[src/rtl/instruction_fetcher.sv]
// Instruction fetch unit: fetches one word per request from the memory controller and pushes {inst, pc} to the instruction queue.
// Define ICACHE_EN to add a direct-mapped, one-word-per-line instruction cache in front of memory.
module instruction_fetcher #(
  parameter logic [31:0] RESET_PC     = 32'h0000_0000,
  parameter int          ICACHE_LINES = 64
) (
  input  logic        clk,
  input  logic        rst,
  input  logic        rdy,
  input  logic        clear,
  input  logic [31:0] clear_pc,
  input  logic        iq_full,
  output logic        inst_valid,
  output logic [31:0] inst,
  output logic [31:0] inst_pc,
  output logic        mc_req,
  output logic [31:0] mc_addr,
  input  logic        mc_ack,
  input  logic [31:0] mc_data
);

  localparam logic [1:0] IDLE  = 2'd0;
  localparam logic [1:0] WAIT  = 2'd1;
  localparam logic [1:0] FLUSH = 2'd2;

  logic [1:0]  state;
  logic [31:0] pc;
  logic [31:0] pc_inc;
  logic        hit;
  logic [31:0] hit_word;
  logic        fill;

  assign pc_inc = pc + 32'd4;

  // A returning word is consumed whenever the fetcher is allowed to move (rdy or a redirect).
  assign fill = !rst && mc_req && mc_ack && (rdy || clear);

  logic unused_ok;
  assign unused_ok = &{1'b0, clear_pc[1:0]};

`ifdef ICACHE_EN
  localparam int IDX   = $clog2(ICACHE_LINES);
  localparam int TAG_W = 30 - IDX;

  logic [31:0]             cache_data [ICACHE_LINES];
  logic [TAG_W-1:0]        cache_tag  [ICACHE_LINES];
  logic [ICACHE_LINES-1:0] cache_valid;
  logic [IDX-1:0]          rd_idx;
  logic [IDX-1:0]          wr_idx;

  assign rd_idx   = pc[IDX+1:2];
  assign wr_idx   = mc_addr[IDX+1:2];
  assign hit      = cache_valid[rd_idx] && (cache_tag[rd_idx] == pc[31:IDX+2]);
  assign hit_word = cache_data[rd_idx];

  // Flushed fetches still fill the cache: the word is valid for its address.
  always_ff @(posedge clk) begin
    if (fill) begin
      cache_data[wr_idx] <= mc_data;
      cache_tag[wr_idx]  <= mc_addr[31:IDX+2];
    end
  end

  always_ff @(posedge clk) begin
    if (rst) begin
      cache_valid <= '0;
    end else if (fill) begin
      cache_valid[wr_idx] <= 1'b1;
    end
  end
`else
  logic unused_cfg;
  assign unused_cfg = ICACHE_LINES[0];
  assign hit        = 1'b0;
  assign hit_word   = 32'h0;
`endif

  always_ff @(posedge clk) begin
    if (rst) begin
      pc         <= RESET_PC;
      state      <= IDLE;
      inst_valid <= 1'b0;
      mc_req     <= 1'b0;
      inst       <= 32'h0;
      inst_pc    <= 32'h0;
      mc_addr    <= 32'h0;
    end else if (clear) begin
      pc         <= {clear_pc[31:2], 2'b00};
      inst_valid <= 1'b0;
      if (state != IDLE) begin
        // An ack landing with the redirect retires the request; otherwise wait it out in FLUSH.
        if (mc_ack) begin
          mc_req <= 1'b0;
          state  <= IDLE;
        end else begin
          state  <= FLUSH;
        end
      end
    end else if (rdy) begin
      case (state)
        IDLE: begin
          inst_valid <= 1'b0;
          if (!iq_full) begin
            if (hit) begin
              inst_valid <= 1'b1;
              inst       <= hit_word;
              inst_pc    <= pc;
              pc         <= pc_inc;
            end else begin
              mc_req  <= 1'b1;
              mc_addr <= pc;
              state   <= WAIT;
            end
          end
        end
        WAIT: begin
          if (mc_ack) begin
            mc_req     <= 1'b0;
            inst       <= mc_data;
            inst_pc    <= pc;
            inst_valid <= 1'b1;
            pc         <= pc_inc;
            state      <= IDLE;
          end
        end
        FLUSH: begin
          if (mc_ack) begin
            mc_req <= 1'b0;
            state  <= IDLE;
          end
        end
        default: state <= IDLE;
      endcase
    end
  end

endmodule
[config.mk]
export PLATFORM = sky130hd
export DESIGN_NAME = instruction_fetcher
export DESIGN_NICKNAME = d
export VERILOG_FILES = /design/src/rtl/instruction_fetcher.sv
export SDC_FILE = /design/constraint.sdc
export NUM_CORES = 1
export LEC_CHECK = 0
export BUFFER_PORTS_ARGS = -buffer_cell sky130_fd_sc_hd__buf_2
export CORE_MARGIN = 3
export CORE_UTILIZATION = 28
export CTS_CLUSTER_DIAMETER = 120
export DETAILED_ROUTE_END_ITERATION = 6
export PLACE_DENSITY_LB_ADDON = 0.05
export SLEW_MARGIN = 10
export SYNTH_ARGS = -nofsm -noshare
export SYNTH_HDL_FRONTEND = slang
export SYNTH_SLANG_ARGS = --single-unit
[constraint.sdc]
create_clock -name clk -period 2.5 [get_ports clk]
set_clock_uncertainty 0.05 [all_clocks]
set_input_delay 0.5 -clock clk [delete_from_list [all_inputs] [get_ports clk]]
set_output_delay 0.5 -clock clk [all_outputs]
set_load 0.005 [all_outputs]
---- Word-level counts from Yosys, hierarchy flattened ----
Index checks and enable logic that the tools add are counted.
word-level totals
  register bits ........................... 132
  logic and storage cells ................. 52
  output and inout port bits .............. 98
operators by class
  add/subtract/negate cells ............... 1
  multiplexer cells ....................... 19
  reduce and logical (&&, ||, !) cells .... 16
  equal/unequal tests ..................... 6
  bitwise gates (word level) .............. 2
operator list
  operator                                               count
  two-way mux 32 bit                                     4
  adder 32 x 3 -> 32 bit, second input constant          1
  AND reduction 4 bit                                    4
  two-way mux 2 bit                                      6
  nonzero test 2 bit                                     5
  AND reduction 3 bit                                    3
  two-way mux 1 bit                                      6
  case mux 1 bit (2 select lines)                        2
  case mux 2 bit (2 select lines)                        1
  OR reduction 2 bit                                     2
  inequality test 3 x 1 -> 1 bit, second input constant  1
  inequality test 3 bit, second input constant           1
  nonzero test 3 bit                                     1
  == test 2 x 1 -> 1 bit, second input constant          1
  == test 2 bit, second input constant                   1
  logical NOT 2 bit                                      1
  inequality test 2 x 1 -> 1 bit, second input constant  1
  inequality test 2 bit, second input constant           1
  inverter 1 bit                                         2

---- Depth between registers and ports, before layout ----
  depth after elaboration ................. 5
  depth in mapped cells ................... 8
  depth with buffers taken out ............ 6

---- Worst setup path before layout ----
No wires, ideal clock.
  kind .................................... input to register
  from .................................... input port rdy
  to ...................................... register pc[22]
  library setup time ...................... 0.091 ns
  arrival time ............................ 2.096 ns
  setup slack ............................. 0.263 ns
  path buffers ............................ 2
  cell stages on the path ................. 6
  data required time ...................... 2.359 ns
  path through ............................ buf_4 -> nand4_1 -> or4_4 -> buf_6 -> or4_1 -> a311oi_1
on the way
  cells in the longest elaborated chain, start to end .. 2
RTL lines
  what                                  RTL line  source
  from (decl)                           9         input logic rdy,
  nonzero test 2 bit (no source line)   --
  AND reduction 3 bit (no source line)  --
  to (signal assigned)                  88        pc <= {clear_pc[31:2], 2'b00};
  to (signal assigned)                  108       pc <= pc_inc;
  to (signal assigned)                  122       pc <= pc_inc;
  to (decl)                             27        logic [31:0] pc;
No other way between the ends.
A chain may end at the register's enable or synchronous reset.

---- Worst setup path after layout ----
  from .................................... register pc[3]
  to ...................................... register pc[28]
on the way
  cells in the longest elaborated chain, start to end .. 5
RTL lines
  what                    RTL line  source
  adder 32 x 3 -> 32 bit  33        assign pc_inc = pc + 32'd4;
  two-way mux 32 bit      117       if (mc_ack) begin
  two-way mux 32 bit      100       case (state)
  two-way mux 32 bit      99        end else if (rdy) begin
  two-way mux 32 bit      87        end else if (clear) begin
No other way between the ends. The select of a mux whose other input is x is not followed.

==> metrics.txt <==
# TYPE chip_impl_metric gauge
chip_impl_info{name="run_status",value="completed"} 1
chip_impl_metric{name="chipWidth",unit="um"} 143
chip_impl_metric{name="cts_hold_buffers",unit=""} 0
chip_impl_metric{name="final_max_slew_viol_count",unit=""} 0
chip_impl_metric{name="drc",unit=""} 0
chip_impl_metric{name="post_drt_wl_per_cell",unit="um"} 15.5
chip_impl_info{name="tritoncts_clock_tree",value="yes"} 1
chip_impl_metric{name="synth_seq_area_share",unit=""} 0.483
chip_impl_metric{name="synth_area_per_cell",unit="sq um"} 7.84
chip_impl_metric{name="hold_viol",unit=""} 0
chip_impl_metric{name="synthArstFlopShare",unit=""} 0
chip_impl_metric{name="drt-total-wl",unit="mm"} 16.4
chip_impl_metric{name="vdd.ir_drop.worst",unit="uV"} 458
chip_impl_metric{name="crit_path_buf_inv_count",unit=""} 0
chip_impl_metric{name="clock_latency",unit="ns"} 0.42
chip_impl_metric{name="pin_count_of_the_biggest_net_entering_global_routing",unit=""} 49
chip_impl_metric{name="critPathRequiredTime",unit="ns"} 2.77
chip_impl_metric{name="critical-path-max-stage-delay",unit="ns"} 0.54
chip_impl_metric{name="coreArea",unit="sq um"} 18100
chip_impl_metric{name="first_iter_violations",unit=""} 259
chip_impl_metric{name="gp_congestion",unit=""} 0.741
chip_impl_metric{name="num_vias",unit=""} 5125
chip_impl_metric{name="fill_cells",unit=""} 1967
chip_impl_metric{name="ff_latch_area",unit="sq um"} 2520
chip_impl_metric{name="drt.antenna.violating_nets",unit=""} 0
chip_impl_metric{name="drt_pass_1_iters",unit=""} 5
chip_impl_metric{name="synth.ff_latch_count",unit=""} 126
chip_impl_metric{name="timing.final.crit_share",unit=""} 0.917
chip_impl_metric{name="clock_tree.buffer_depth",unit=""} 2
chip_impl_metric{name="globalRouteTotalUtil",unit=""} 0.160
chip_impl_metric{name="post_synth_inst_count",unit=""} 666
chip_impl_metric{name="unique_cell_type_count_in_the_yosys_netlist",unit=""} 45
chip_impl_metric{name="cts.repair.resized",unit=""} 0
chip_impl_info{name="cts-root-buf",value="sky130_fd_sc_hd__clkbuf_16"} 1
chip_impl_metric{name="edff_count_synth",unit=""} 0
chip_impl_info{name="critical_path.startpoint_type",value="flop"} 1
chip_impl_metric{name="grt_first_pass_wirelength",unit="mm"} 25.7
chip_impl_metric{name="finalSetupViolations",unit=""} 0
chip_impl_info{name="critical_path_class",value="reg -> reg"} 1
chip_impl_metric{name="period_needed",unit="ns"} 2.29
chip_impl_info{name="min-delay-path-class",value="in -> reg"} 1
chip_impl_metric{name="initial_utilization",unit=""} 0.288
chip_impl_metric{name="sw_frac_of_total",unit=""} 0.243
chip_impl_metric{name="share_comb_of_total_power",unit=""} 0.062
chip_impl_metric{name="share_of_total_power_in_the_clock_network",unit=""} 0.489
chip_impl_metric{name="antenna_found_initial",unit=""} 0
chip_impl_metric{name="place_hpwl",unit="mm"} 11.5
chip_impl_metric{name="lkg_pwr",unit="nW"} 2.73
chip_impl_metric{name="grt_pass1_vias",unit=""} 4914
chip_impl_metric{name="clock_sink_count",unit=""} 126
chip_impl_metric{name="arrival",unit="ns"} 2.56
chip_impl_metric{name="mappedNetlistArea",unit="sq um"} 5220
chip_impl_metric{name="fraction_of_layout_instances_using_a_drive_strength_above_1",unit=""} 0.265
chip_impl_metric{name="die_outline_height",unit="um"} 143
chip_impl_metric{name="row_count",unit=""} 49
chip_impl_metric{name="clkTransAtPathRegs",unit="ns"} 0.06
chip_impl_metric{name="fin_tns_setup",unit="ns"} 0
chip_impl_metric{name="port-buffer-count",unit=""} 161
chip_impl_info{name="final_cell_mix",value="sky130_fd_sc_hd__nand2_1, sky130_fd_sc_hd__buf_2, sky130_fd_sc_hd__dfxtp_1"} 1
chip_impl_metric{name="final_net_count",unit=""} 887
chip_impl_info{name="cp_cell_sequence",value="ha_1 -> nand4_1 -> or4_4 -> or4_1 -> a311oi_1"} 1
chip_impl_info{name="cpMaxStageDelayCell",value="sky130_fd_sc_hd__or4_4"} 1
chip_impl_metric{name="placed_cells",unit=""} 1024
chip_impl_metric{name="timing_worst_slew_pin_value",unit="ns"} 0.545
chip_impl_metric{name="fmax",unit="MHz"} 436
chip_impl_metric{name="power.switching",unit="mW"} 1.16
chip_impl_metric{name="ports_placed_on_the_boundary",unit=""} 168
chip_impl_info{name="most_common_library_cell_in_the_layout_ignoring_fill_and_taps",value="sky130_fd_sc_hd__nand2_1"} 1
chip_impl_info{name="critPathTopFamily",value="simple AND/OR/NAND/NOR gates"} 1
chip_impl_metric{name="grt_remaining_overflow",unit=""} 0
chip_impl_metric{name="maximum_capacitance_violations",unit=""} 0
chip_impl_metric{name="internal_power",unit="mW"} 3.60
chip_impl_metric{name="postCtsSetupBuffers",unit=""} 0
chip_impl_metric{name="synth.yosys.warnings",unit=""} 0
chip_impl_info{name="synth-main-ff-cell",value="sky130_fd_sc_hd__dfxtp_1"} 1
chip_impl_metric{name="detail_route.vias_per_cell",unit=""} 4.85
chip_impl_metric{name="cts.htree.levels",unit=""} 4
chip_impl_metric{name="areaGrowthSynthToFinish",unit="%"} 30.9
chip_impl_metric{name="pwr-share-seq",unit=""} 0.449
chip_impl_metric{name="multi_input_comb_area",unit="sq um"} 2440
chip_impl_metric{name="cts_buf_count",unit=""} 17
chip_impl_metric{name="die_area",unit="sq um"} 20300
chip_impl_metric{name="power-per-cell-area",unit="nW/um^2"} 695
chip_impl_metric{name="finish.cell_count_without_fillers",unit=""} 1057
chip_impl_metric{name="max-slew-margin-rel",unit=""} 0.636
chip_impl_metric{name="worstPathMaxFanout",unit=""} 14
chip_impl_metric{name="post-layout-total-power",unit="mW"} 4.75
chip_impl_info{name="grt_setup_unrepaired",value="no"} 1
chip_impl_info{name="critical_path.endpoint_type",value="flop"} 1
[synthesized netlist by cell type (2+ instances only)]
cell / number / area (sq um)
sky130_fd_sc_hd__a2111oi_0: 4 / 35.0
sky130_fd_sc_hd__a211oi_1: 8 / 60.1
sky130_fd_sc_hd__a21oi_1: 103 / 515
sky130_fd_sc_hd__a221oi_1: 2 / 17.5
sky130_fd_sc_hd__a311oi_1: 11 / 96.3
sky130_fd_sc_hd__a32oi_1: 3 / 26.3
sky130_fd_sc_hd__and2_1: 3 / 18.8
sky130_fd_sc_hd__and3_1: 4 / 25.0
sky130_fd_sc_hd__and4_1: 7 / 61.3
sky130_fd_sc_hd__buf_1: 3 / 11.3
sky130_fd_sc_hd__buf_4: 5 / 37.5
sky130_fd_sc_hd__clkbuf_1: 44 / 165
sky130_fd_sc_hd__clkbuf_2: 2 / 10.0
sky130_fd_sc_hd__dfxtp_1: 126 / 2520
sky130_fd_sc_hd__ha_1: 3 / 37.5
sky130_fd_sc_hd__inv_1: 11 / 41.3
sky130_fd_sc_hd__nand2_1: 201 / 754
sky130_fd_sc_hd__nand3_1: 13 / 65.1
sky130_fd_sc_hd__nand4_1: 14 / 87.6
sky130_fd_sc_hd__nor2_1: 26 / 97.6
sky130_fd_sc_hd__nor2b_1: 2 / 12.5
sky130_fd_sc_hd__nor3_1: 3 / 15.0
sky130_fd_sc_hd__nor4_1: 6 / 37.5
sky130_fd_sc_hd__o21a_1: 2 / 15.0
sky130_fd_sc_hd__o21ai_0: 11 / 55.1
sky130_fd_sc_hd__o31ai_1: 7 / 52.6
sky130_fd_sc_hd__or3_1: 8 / 50.1
sky130_fd_sc_hd__or4_1: 10 / 75.1
sky130_fd_sc_hd__xnor2_1: 6 / 52.6
sky130_fd_sc_hd__xor2_1: 3 / 26.3
[path summary, 6_finish.rpt]
check	slack (ns)	startpoint	end	depth (start not counted)
hold reg to reg	0.40	mc_addr[6]$_SDFFE_PP0P_	mc_addr[6]$_SDFFE_PP0P_	2
setup reg to reg	0.21	pc[3]$_SDFFE_PP0P_	pc[28]$_SDFFE_PP0P_	5
setup / recovery	0.21	pc[3]$_SDFFE_PP0P_	pc[28]$_SDFFE_PP0P_	5
hold / removal	0.27	mc_data[8]	inst[8]$_SDFFE_PP0P_	3
[worst min-delay path: cells and delay by family]
family          cells  cell delay, ns
buf+inv             1            0.09
compound gates      1            0.05
simple gates        1            0.04
[flip-flops by register name, summed over array words and instances (netlist names)]
name,cells
inst,32
inst_pc,30
mc_addr,30
pc,30
state,2
inst_valid,1
mc_req,1
[metrics by stage]
step / hold slack, ns / setup WS (ns) / area, sq um / utilization
detailed placement: 0.393 / 0.196 / 6280 / 0.346
global placement: 0.390 / 0.259 / 6280 / 0.346
global route: 0.255 / 0.0306 / 6830 / 0.377
floorplan: 0.399 / 0.263 / 5230 / -
finish: 0.268 / 0.208 / 6840 / 0.377
CTS: 0.243 / 0.193 / 6830 / 0.377
[power by group through the flow]
stage	sequential, mW	clock (mW)	combinational [mW]
after floorplan	2.15	0	0.181
after global placement	2.17	0	0.295
after detailed placement	2.18	0	0.299
after CTS	2.13	2.40	0.300
after global routing	2.14	2.49	0.334
final	2.13	2.33	0.295
[metal layers]
| layer | vias up | track usage | wire (um) |
|---|---|---|---|
| met5 | - | 0 | 0 |
| met4 | 0 | 0.0450 | 147 |
| met3 | 12 | 0.0524 | 1100 |
| met2 | 148 | 0.266 | 7720 |
| met1 | 2366 | 0.200 | 7400 |
| li1 | 2599 | - | - |
[final cells by class]
class,count,share of cell area
tap,229,0.0419
inverter,11,0.00604
sequential,126,0.369
antenna,1,0.000366
clock buffer,21,0.0673
clock inverter,11,0.0135
multi-input combinational,476,0.357
timing repair buffer,182,0.145
[kinds of logic (layout without fill, tap and decap cells)]
group / count (synthesis) / after routing / share of synthesized area
simple gates: 306 / 306 / 0.267
compound gates: 154 / 154 / 0.173
flops: 126 / 126 / 0.483
buf+inv: 67 / 225 / 0.0539
xor+xnor: 9 / 9 / 0.0151
fa+ha+maj: 3 / 3 / 0.00719
other cells: 1 / 5 / 0.000718
Note: power is estimated with default switching activity, not from simulation.
